## src/rtl/sbi_pkg.sv

```systemverilog
// Shared types for the SBI burst master: the control FSM state encoding.
package sbi_pkg;

  typedef enum logic [1:0] {
    IDLE  = 2'd0,
    START = 2'd1,
    BURST = 2'd2,
    DRAIN = 2'd3
  } sbi_state_e;

endpackage

```

## src/rtl/sbi_beat_cnt.sv

```systemverilog
// Loadable down-counter with a zero flag; tracks beats still to issue or to return.
module sbi_beat_cnt #(
  parameter int W = 5
) (
  input  logic         clk,
  input  logic         rst,
  input  logic         load,
  input  logic [W-1:0] loadVal,
  input  logic         dec,
  output logic [W-1:0] count,
  output logic         zero
);

  // NOTE: sequential state uses non-blocking assignments so every register
  // samples the pre-edge values regardless of process evaluation order.
  always_ff @(posedge clk or posedge rst) begin
    if (rst) begin
      count <= '0;
    end else if (load) begin
      count <= loadVal;
    end else if (dec && (count != '0)) begin
      count <= count - 1'b1;
    end
  end

  assign zero = (count == '0);

endmodule

```

## src/rtl/sbi_burst_master.sv

```systemverilog
// SBI bus master: turns one request into a START cycle plus incrementing-address
// beats; write beats come from a valid/ready stream, read beats return on rd_*.
module sbi_burst_master
  import sbi_pkg::*;
#(
  parameter int Width    = 32,
  parameter int Depth    = 256,
  parameter int MaxBurst = 16,
  localparam int Aw      = $clog2(Depth),
  localparam int Lw      = $clog2(MaxBurst)
) (
  input  logic             bCLK,
  input  logic             bRST,
  input  logic             req_valid,
  output logic             req_ready,
  input  logic             req_write,
  input  logic [Aw-1:0]    req_addr,
  input  logic [Lw-1:0]    req_len,
  input  logic             wr_valid,
  output logic             wr_ready,
  input  logic [Width-1:0] wr_data,
  output logic             rd_valid,
  output logic [Width-1:0] rd_data,
  output logic             done,
  output logic             busy,
  output logic [Aw-1:0]    bADDR,
  output logic             bSTART,
  output logic             bACCESS,
  output logic             bWRITE,
  output logic [Width-1:0] bD,
  input  logic [Width-1:0] bQ,
  input  logic             bVALID
);

  localparam int Cw = Lw + 1;

  sbi_state_e     state, nextState;
  logic [Aw-1:0]    addrQ;
  logic             writeQ;
  logic [Width-1:0] dataQ;
  logic             doneQ;

  logic [Cw-1:0] issueCnt, retCnt;
  logic          issueZero, retZero;
  logic          accept, beat, retAccept, lastRet;
  logic [Cw-1:0] lenPlusOne;

  assign accept     = req_valid && req_ready;
  assign lenPlusOne = {1'b0, req_len} + Cw'(1);
  assign beat       = (state == BURST) && !issueZero && (writeQ ? wr_valid : 1'b1);
  // Returns are only meaningful for a read burst that still expects data.
  assign retAccept  = bVALID && !writeQ && ((state == BURST) || (state == DRAIN)) && !retZero;
  assign lastRet    = retAccept && (retCnt == Cw'(1));

  sbi_beat_cnt #(.W(Cw)) u_issueCnt (
    .clk     (bCLK),
    .rst     (bRST),
    .load    (accept),
    .loadVal (lenPlusOne),
    .dec     (beat),
    .count   (issueCnt),
    .zero    (issueZero)
  );

  sbi_beat_cnt #(.W(Cw)) u_retCnt (
    .clk     (bCLK),
    .rst     (bRST),
    .load    (accept),
    .loadVal (lenPlusOne),
    .dec     (retAccept),
    .count   (retCnt),
    .zero    (retZero)
  );

  // NOTE: nextState gets its default before the case so no path leaves it
  // unassigned, which would otherwise infer a latch.
  always_comb begin
    nextState = state;
    unique case (state)
      IDLE:    if (accept) nextState = START;
      START:   nextState = BURST;
      BURST:   if (beat && (issueCnt == Cw'(1))) nextState = writeQ ? IDLE : DRAIN;
      DRAIN:   if (retZero || lastRet) nextState = IDLE;
      default: nextState = IDLE;
    endcase
  end

  always_ff @(posedge bCLK or posedge bRST) begin
    if (bRST) begin
      state  <= IDLE;
      doneQ  <= 1'b0;
      addrQ  <= '0;
      writeQ <= 1'b0;
      dataQ  <= '0;
    end else begin
      state <= nextState;
      doneQ <= (state != IDLE) && (nextState == IDLE);
      if (accept) begin
        addrQ  <= req_addr;
        writeQ <= req_write;
      end else if (beat) begin
        // Wrap explicitly so non-power-of-two depths stay in range.
        addrQ <= (addrQ == Aw'(Depth - 1)) ? '0 : addrQ + 1'b1;
      end
      if (beat && writeQ) dataQ <= wr_data;
    end
  end

  assign req_ready = (state == IDLE) && !bRST;
  assign wr_ready  = (state == BURST) && writeQ;
  assign rd_valid  = retAccept;
  assign rd_data   = retAccept ? bQ : '0;
  assign done      = doneQ;
  assign busy      = (state != IDLE);
  assign bADDR     = addrQ;
  assign bSTART    = (state == START);
  assign bACCESS   = beat;
  assign bWRITE    = writeQ;
  assign bD        = (beat && writeQ) ? wr_data : dataQ;

endmodule

```

## config.mk

```make
export PLATFORM = sky130hd
export DESIGN_NAME = sbi_burst_master
export DESIGN_NICKNAME = d
export VERILOG_FILES = /design/src/rtl/sbi_pkg.sv /design/src/rtl/sbi_beat_cnt.sv /design/src/rtl/sbi_burst_master.sv
export SDC_FILE = /design/constraint.sdc
export NUM_CORES = 1
export LEC_CHECK = 0
export BUFFER_PORTS_ARGS = -buffer_cell sky130_fd_sc_hd__buf_2
export CAP_MARGIN = 25
export CORE_ASPECT_RATIO = 1.1
export CORE_MARGIN = 4
export CORE_UTILIZATION = 49
export CTS_BUF_LIST = sky130_fd_sc_hd__clkbuf_4 sky130_fd_sc_hd__clkbuf_8
export CTS_CLUSTER_SIZE = 28
export DETAILED_ROUTE_END_ITERATION = 16
export PLACE_DENSITY = 0.87
export SLEW_MARGIN = 15
export SYNTH_ARGS = -nofsm -noshare
export SYNTH_HDL_FRONTEND = slang
export SYNTH_SLANG_ARGS = --single-unit
```

## constraint.sdc

```tcl
create_clock -name bCLK -period 4.3 [get_ports bCLK]
set_input_delay 0.43 -clock bCLK [delete_from_list [all_inputs] [get_ports bCLK]]
set_output_delay 0.43 -clock bCLK [all_outputs]
set_load 0.01 [all_outputs]
```

==> impl_metrics.yaml, run 1 <==
global_route:
  grt_use_total_pct: 19.5
  grt_max_degree: 41
  grt_pass1_vias: 2281
  antenna_found_initial: 0
  grt.overflow.total: 0
  grt_pass1_wl_um: 10700
timing:
  maxSlewViolCount: 0
  tightestPinTransition_ns: 0.714
  period_share_pct: 65.7
  timing.fmax_mhz: 354
  finalSetupViolations: 0
  hold_viol: 0
  fin_ws_ns: 1.47
  period_needed_ns: 2.83
  skew_ns: 0.00953
  rsz0062_at_grt: "false"
  tns_ns: 0
  relSlewSlack_pct: 52.3
worst_setup_path:
  critPathBufInv: 3
  crit_path_max_incr_delay_ns: 0.43
  arrival_ns: 2.40
  reg2reg_to: "bADDR[3]$_DFFE_PP0P_"
  cp_max_fo: 32
  rrSetupSlack_ns: 2.17
  setup.worst_path.start: "u_issueCnt.count[0]$_DFFE_PP0P_"
  crit_required_ns: 3.87
  crit_path_end_kind: "primary output"
  critPathCapture: "bD[27]"
  critical_path.cell_chain: "inv_1 > ha_1 > nor4b_2 > nor4_4 > buf_4 > mux2_2 > buf_2"
  crit_type: "flop to primary output"
  r2r-start: "u_issueCnt.count[0]$_DFFE_PP0P_"
  r2r_cells: 8
  critPathTopFamily: "buffers and inverters"
  cp.depth: 7
  crit_path_top_delay_cell: "dfrtp_1"
  crit_path_start_kind: "flop"
floorplanning:
  die_area_um2: 6910
  dieWidth_um: 79.6
  rows: 28
  io_pins: 162
  coreArea_um2: 5430
  start_util_pct: 50.9
  die_h_um: 86.8
final_layout:
  diodes: 0
  layout.nets: 502
  layout.cells.non_filler: 488
  final_core_utilization_pct: 68.9
  area_growth_pct: 35.3
  final_cell_mix: "buf_2 (161), dfrtp_1 (54), and2_1 (33)"
  postLayoutCellArea_um2: 3740
  nFillCells: 428
  drive_gt1_share_pct: 51.3
  layout_commonest_cell: "buf_2"
job:
  cap_violations: 0
detailed_routing:
  drt-vias-per-instance: 4.95
  drt_iter0_drc: 79
  drt-pass1-iter-count: 4
  avgRoutedWirePerCell_um: 14.2
  post-route-drc-count: 0
  vias: 2415
  antenna_left: 0
  drt-total-wl_um: 6920
yosys:
  ys_top_cells_by_area: "dfrtp_1 (49%), mux2_2 (12%), and2_1 (7.5%)"
  ys_types: 42
  synth_top_area_cell: "dfrtp_1"
  synth.net_count: 344
  ys_seq_area_share_pct: 48.9
  synth_top_area_share_pct: 48.9
  syn_inst: 254
  syn_area_um2: 2760
  syn_avg_cell_area_um2: 10.9
  ys_ff_latch: 54
  ys_warn_count: 0
clocking:
  clkSlewWorstSetupHoldPaths_ns: 0.10
  cts.path.max_buffers: 2
  htree_levels: 2
  cts_root_buf: "clkbuf_8"
  cts_sinks: 54
  cts_resized: 0
  cts_tree: "done"
  cts_buffers: 5
  insertion_delay_ns: 0.31
  holdBufCountCts: 0
  cts_setup_buffers: 0
placement:
  port_buffers: 161
  place.gp.congestion: 0.792
  placedCellCount: 480
  place_ws_ns: 1.81
  hpwl_um: 5350
  placed_cell_area_um2: 3630
power:
  power_density_nw_per_um2: 653
  p_leak_nw: 1.89
  peakVddDrop_uv: 338
run_status:
  status: "finished clean"
worst_hold_path:
  hold_class: "input port to async pin"
[layout make-up]
cell class / instances / area (um^2) / area share, %
clock buffer: 5 / 68.8 / 1.84
clock inverter: 3 / 28.8 / 0.769
inverter: 9 / 36.3 / 0.970
multi-input combinational: 179 / 1330 / 35.5
sequential: 54 / 1350 / 36.1
tap: 75 / 93.8 / 2.51
timing repair buffer: 163 / 833 / 22.3
[state kept, by name, summed over array words and instances, names as in the netlist]
register / flops
bADDR: 8
u_issueCnt.count: 5
bWRITE: 1
dataQ: 32
state: 2
u_retCnt.count: 5
done: 1
[logic make-up after synthesis]
group	after synthesis	share of synthesized area [%]
xor gates and xnor gates	10	3.17
DFF	54	48.9
adders and majority gates	8	3.62
AOI/OAI and AO/OA	35	7.79
buffers and inverters	21	3.49
and+or+nand+nor	93	19.6
muxes	33	13.4
[cell usage after synthesis, drive strengths merged]
master / n
a211o: 1
a211oi: 2
a21oi: 11
a22oi: 1
a311oi: 2
a31oi: 3
and2: 34
and3: 3
buf: 7
clkbuf: 5
dfrtp: 54
ha: 8
inv: 9
mux2: 32
mux2i: 1
nand2: 15
nand2b: 1
nand3: 11
nand3b: 1
nand4: 4
nand4b: 1
nor2: 12
nor2b: 1
nor3: 5
nor4: 3
nor4b: 1
o211ai: 1
o21a: 1
o21ai: 11
o221ai: 1
o311ai: 1
or2: 1
xnor2: 5
xor2: 5
[routing by layer]
metal / up-vias / global-route usage, % / wire length, um
met1: 1115 / 23.8 / 2790
met4: 0 / 5.94 / 93
met2: 96 / 33.9 / 3510
met5: - / 0 / 0
met3: 9 / 4.68 / 519
li1: 1195 / - / -
[per-stage QoR]
step,power (mW),hold slack (ns)
floorplan,1.70,0.509
global placement,2.10,0.461
detailed placement,2.16,0.482
CTS,2.47,0.211
global route,2.63,0.232
finish,2.44,0.200
[worst min-delay path by stage]
stage / endpoint
global route: dataQ[16]$_DFF_PP0_
finish: u_retCnt.count[2]$_DFFE_PP0P_
detailed placement: dataQ[23]$_DFF_PP0_
CTS: dataQ[16]$_DFF_PP0_
global placement: dataQ[5]$_DFF_PP0_
floorplan: u_retCnt.count[2]$_DFFE_PP0P_
[worst reg2reg max path, delay by kind of cell (launching register included)]
kind / cells / cell delay, ns
compound gates: 2 / 0.49
buf+inv: 2 / 0.22
flops: 1 / 0.44
mux: 1 / 0.12
simple gates: 2 / 0.55
fa+ha+maj: 1 / 0.19
[report_power, final]
group | internal [mW] | switching, mW
sequential | 0.756 | 0.164
combinational | 0.580 | 0.639
clock | 0.122 | 0.181
(Power assumes the default switching activity.)
==> run 2, diff against run 1 <==
--- a/config.mk
+++ b/config.mk
@@ -9,11 +9,11 @@
 export CAP_MARGIN = 25
 export CORE_ASPECT_RATIO = 1.1
 export CORE_MARGIN = 4
-export CORE_UTILIZATION = 49
+export CORE_UTILIZATION = 41
 export CTS_BUF_LIST = sky130_fd_sc_hd__clkbuf_4 sky130_fd_sc_hd__clkbuf_8
 export CTS_CLUSTER_SIZE = 28
 export DETAILED_ROUTE_END_ITERATION = 16
-export PLACE_DENSITY = 0.87
+export PLACE_DENSITY = 0.77
 export SLEW_MARGIN = 15
 export SYNTH_ARGS = -nofsm -noshare
 export SYNTH_HDL_FRONTEND = slang
==> constraint.sdc (replaced) <==
create_clock -name bCLK -period 2.5 [get_ports bCLK]
set_input_delay 0.25 -clock bCLK [delete_from_list [all_inputs] [get_ports bCLK]]
set_output_delay 0.25 -clock bCLK [all_outputs]
set_load 0.01 [all_outputs]
==> impl_metrics.yaml, run 2 (synthesized netlist as in run 1, its figures left out) <==
global_route:
  grt_use_total_pct: 18.2
  grt_max_degree: 34
  top_usage_layer: "met2"
  antenna_found_initial: 0
  grt_pass1_wl_um: 11800
  use_met3_pct: 3.51
  grt.overflow.total: 0
  grt_pass1_vias: 2429
  use_met2_pct: 30.9
  grtUsageMet1_pct: 23.0
power:
  p_int_mw: 2.89
  peakVddDrop_uv: 732
  p_leak_nw: 2.04
  p_sw_share_pct: 38.2
  clkPwrFrac_pct: 13.0
  combPwrFrac_pct: 52.9
  p_sw_mw: 1.79
  power_density_nw_per_um2: 1170
  power_frac_seq_pct: 34.0
run_status:
  status: "finished clean"
placement:
  place.gp.congestion: 0.770
  port_buffers: 161
  hpwl_um: 5820
  place_ws_ns: 0.285
job:
  cap_violations: 0
timing:
  period_share_pct: 98.1
  maxSlewViolCount: 0
  timing.fmax_mhz: 408
  fin_ws_ns: 0.0486
  skew_ns: 0.0171
  hold_viol: 0
  finalSetupViolations: 0
  relSlewSlack_pct: 66.3
  tightestPinTransition_ns: 0.504
  period_needed_ns: 2.45
worst_hold_path:
  hold_start: "req_addr[4]"
  hold_class: "input port to flop"
final_layout:
  layout_commonest_cell: "buf_2"
  area_growth_pct: 44.8
  drive_gt1_share_pct: 53.6
  regMostFlops: "dataQ"
  final_core_utilization_pct: 61.1
  layout.nets: 514
  final_cell_mix: "buf_2 (159), dfrtp_1 (53), and2_1 (33)"
  largest_reg_flops: 32
  diodes: 0
floorplanning:
  dieWidth_um: 86.3
  io_pins: 162
  coreArea_um2: 6560
  die_h_um: 94.1
  start_util_pct: 42.2
  rows: 31
  die_area_um2: 8120
worst_setup_path:
  rrSetupSlack_ns: 0.50
  arrival_ns: 2.20
  crit_required_ns: 2.25
  crit_path_end_kind: "primary output"
  setup.worst_path.start: "u_issueCnt.count[0]$_DFFE_PP0P_"
  r2r-start: "u_issueCnt.count[0]$_DFFE_PP0P_"
  crit_type: "flop to primary output"
  crit_path_start_kind: "flop"
  cp_max_fo: 8
  reg2reg_to: "bADDR[3]$_DFFE_PP0P_"
  critPathCapture: "bD[19]"
  r2r_cells: 8
clocking:
  cts_sinks: 54
  cts.path.max_buffers: 2
  cts_root_buf: "clkbuf_8"
  htree_levels: 2
  clkSlewWorstSetupHoldPaths_ns: 0.10
  cts_buffers: 5
  insertion_delay_ns: 0.31
  cts_tree: "done"
detailed_routing:
  drt-total-wl_um: 7990
  post-route-drc-count: 0
  drt-pass1-iter-count: 4
  avgRoutedWirePerCell_um: 15.7
  antenna_left: 0
  drt_iter0_drc: 52
  vias: 2501
  drt-vias-per-instance: 4.93
-- run 2: repair_timing --
item / 4_1_cts / 5_1_grt
endpoints found under the hold margin: 13 / 0
pin swaps: 1 / 1
resized for setup: 1 / 25
setup endpoints to repair: 32 / 32
setup buffers: 1 / 4
gates cloned: 1 / 2
hold buffers: 1 / 0
-- run 2: worst min path at each step --
| stage | cells after the start | endpoint | slack [ns] |
|---|---|---|---|
| 2_1_floorplan | 2 | bADDR[0]$_DFFE_PP0P_ | 0.37 |
| 3_3_place_gp | 2 | done$_DFF_PP0_ | 0.32 |
| 3_5_place_dp | 2 | done$_DFF_PP0_ | 0.33 |
| 4_1_cts | 3 | bWRITE$_DFFE_PP0P_ | 0.13 |
| 5_1_grt | 3 | bWRITE$_DFFE_PP0P_ | 0.13 |
| 6_report | 3 | bADDR[4]$_DFFE_PP0P_ | 0.14 |
-- run 2: through the flow --
| stage | TNS [ns] | cell area (um^2) | total power, mW | cells | hold WS [ns] |
|---|---|---|---|---|---|
| after floorplan | 0 | 2760 | 2.93 | 254 | 0.367 |
| after global placement | 0 | 3690 | 3.70 | 490 | 0.324 |
| after detailed placement | 0 | 3690 | 3.78 | 490 | 0.331 |
| after CTS | 0 | 3870 | 4.48 | 501 | 0.131 |
| after global routing | -0.171 | 4000 | 5.01 | 507 | 0.134 |
| final | 0 | 4000 | 4.68 | 507 | 0.140 |
-- run 2: layout make-up --
cell class | count | area, um^2
clock buffers | 6 | 82.6
fillers | 548 | 2550
inverters | 9 | 36.3
flip-flops and latches | 54 | 1350
repair buffers | 175 | 998
clock inverters | 2 | 38.8
well taps | 82 | 103
multi-input cells | 179 | 1390
-- run 2: power groups by stage --
stage	logic (mW)	registers, mW	clock network [mW]
final	2.48	1.59	0.610
after global routing	2.70	1.64	0.666
after CTS	2.27	1.58	0.634
after detailed placement	2.19	1.58	0
after global placement	2.13	1.56	0
after floorplan	1.37	1.56	0
-- run 2: worst max-delay path: stages, from the launching register on --
cell	delay [ns]
dfrtp_2	0.42
inv_2	0.05
ha_2	0.19
nor4b_4	0.14
nor4_4	0.24
buf_4	0.19
clkbuf_16	0.16
mux2_2	0.35
buf_2	0.15
-- run 2: routing by layer --
layer / wire, um / part of all wire, %
met3: 539 / 6.8
met5: 0 / 0
met2: 3990 / 50
met1: 3300 / 41
met4: 151 / 1.9
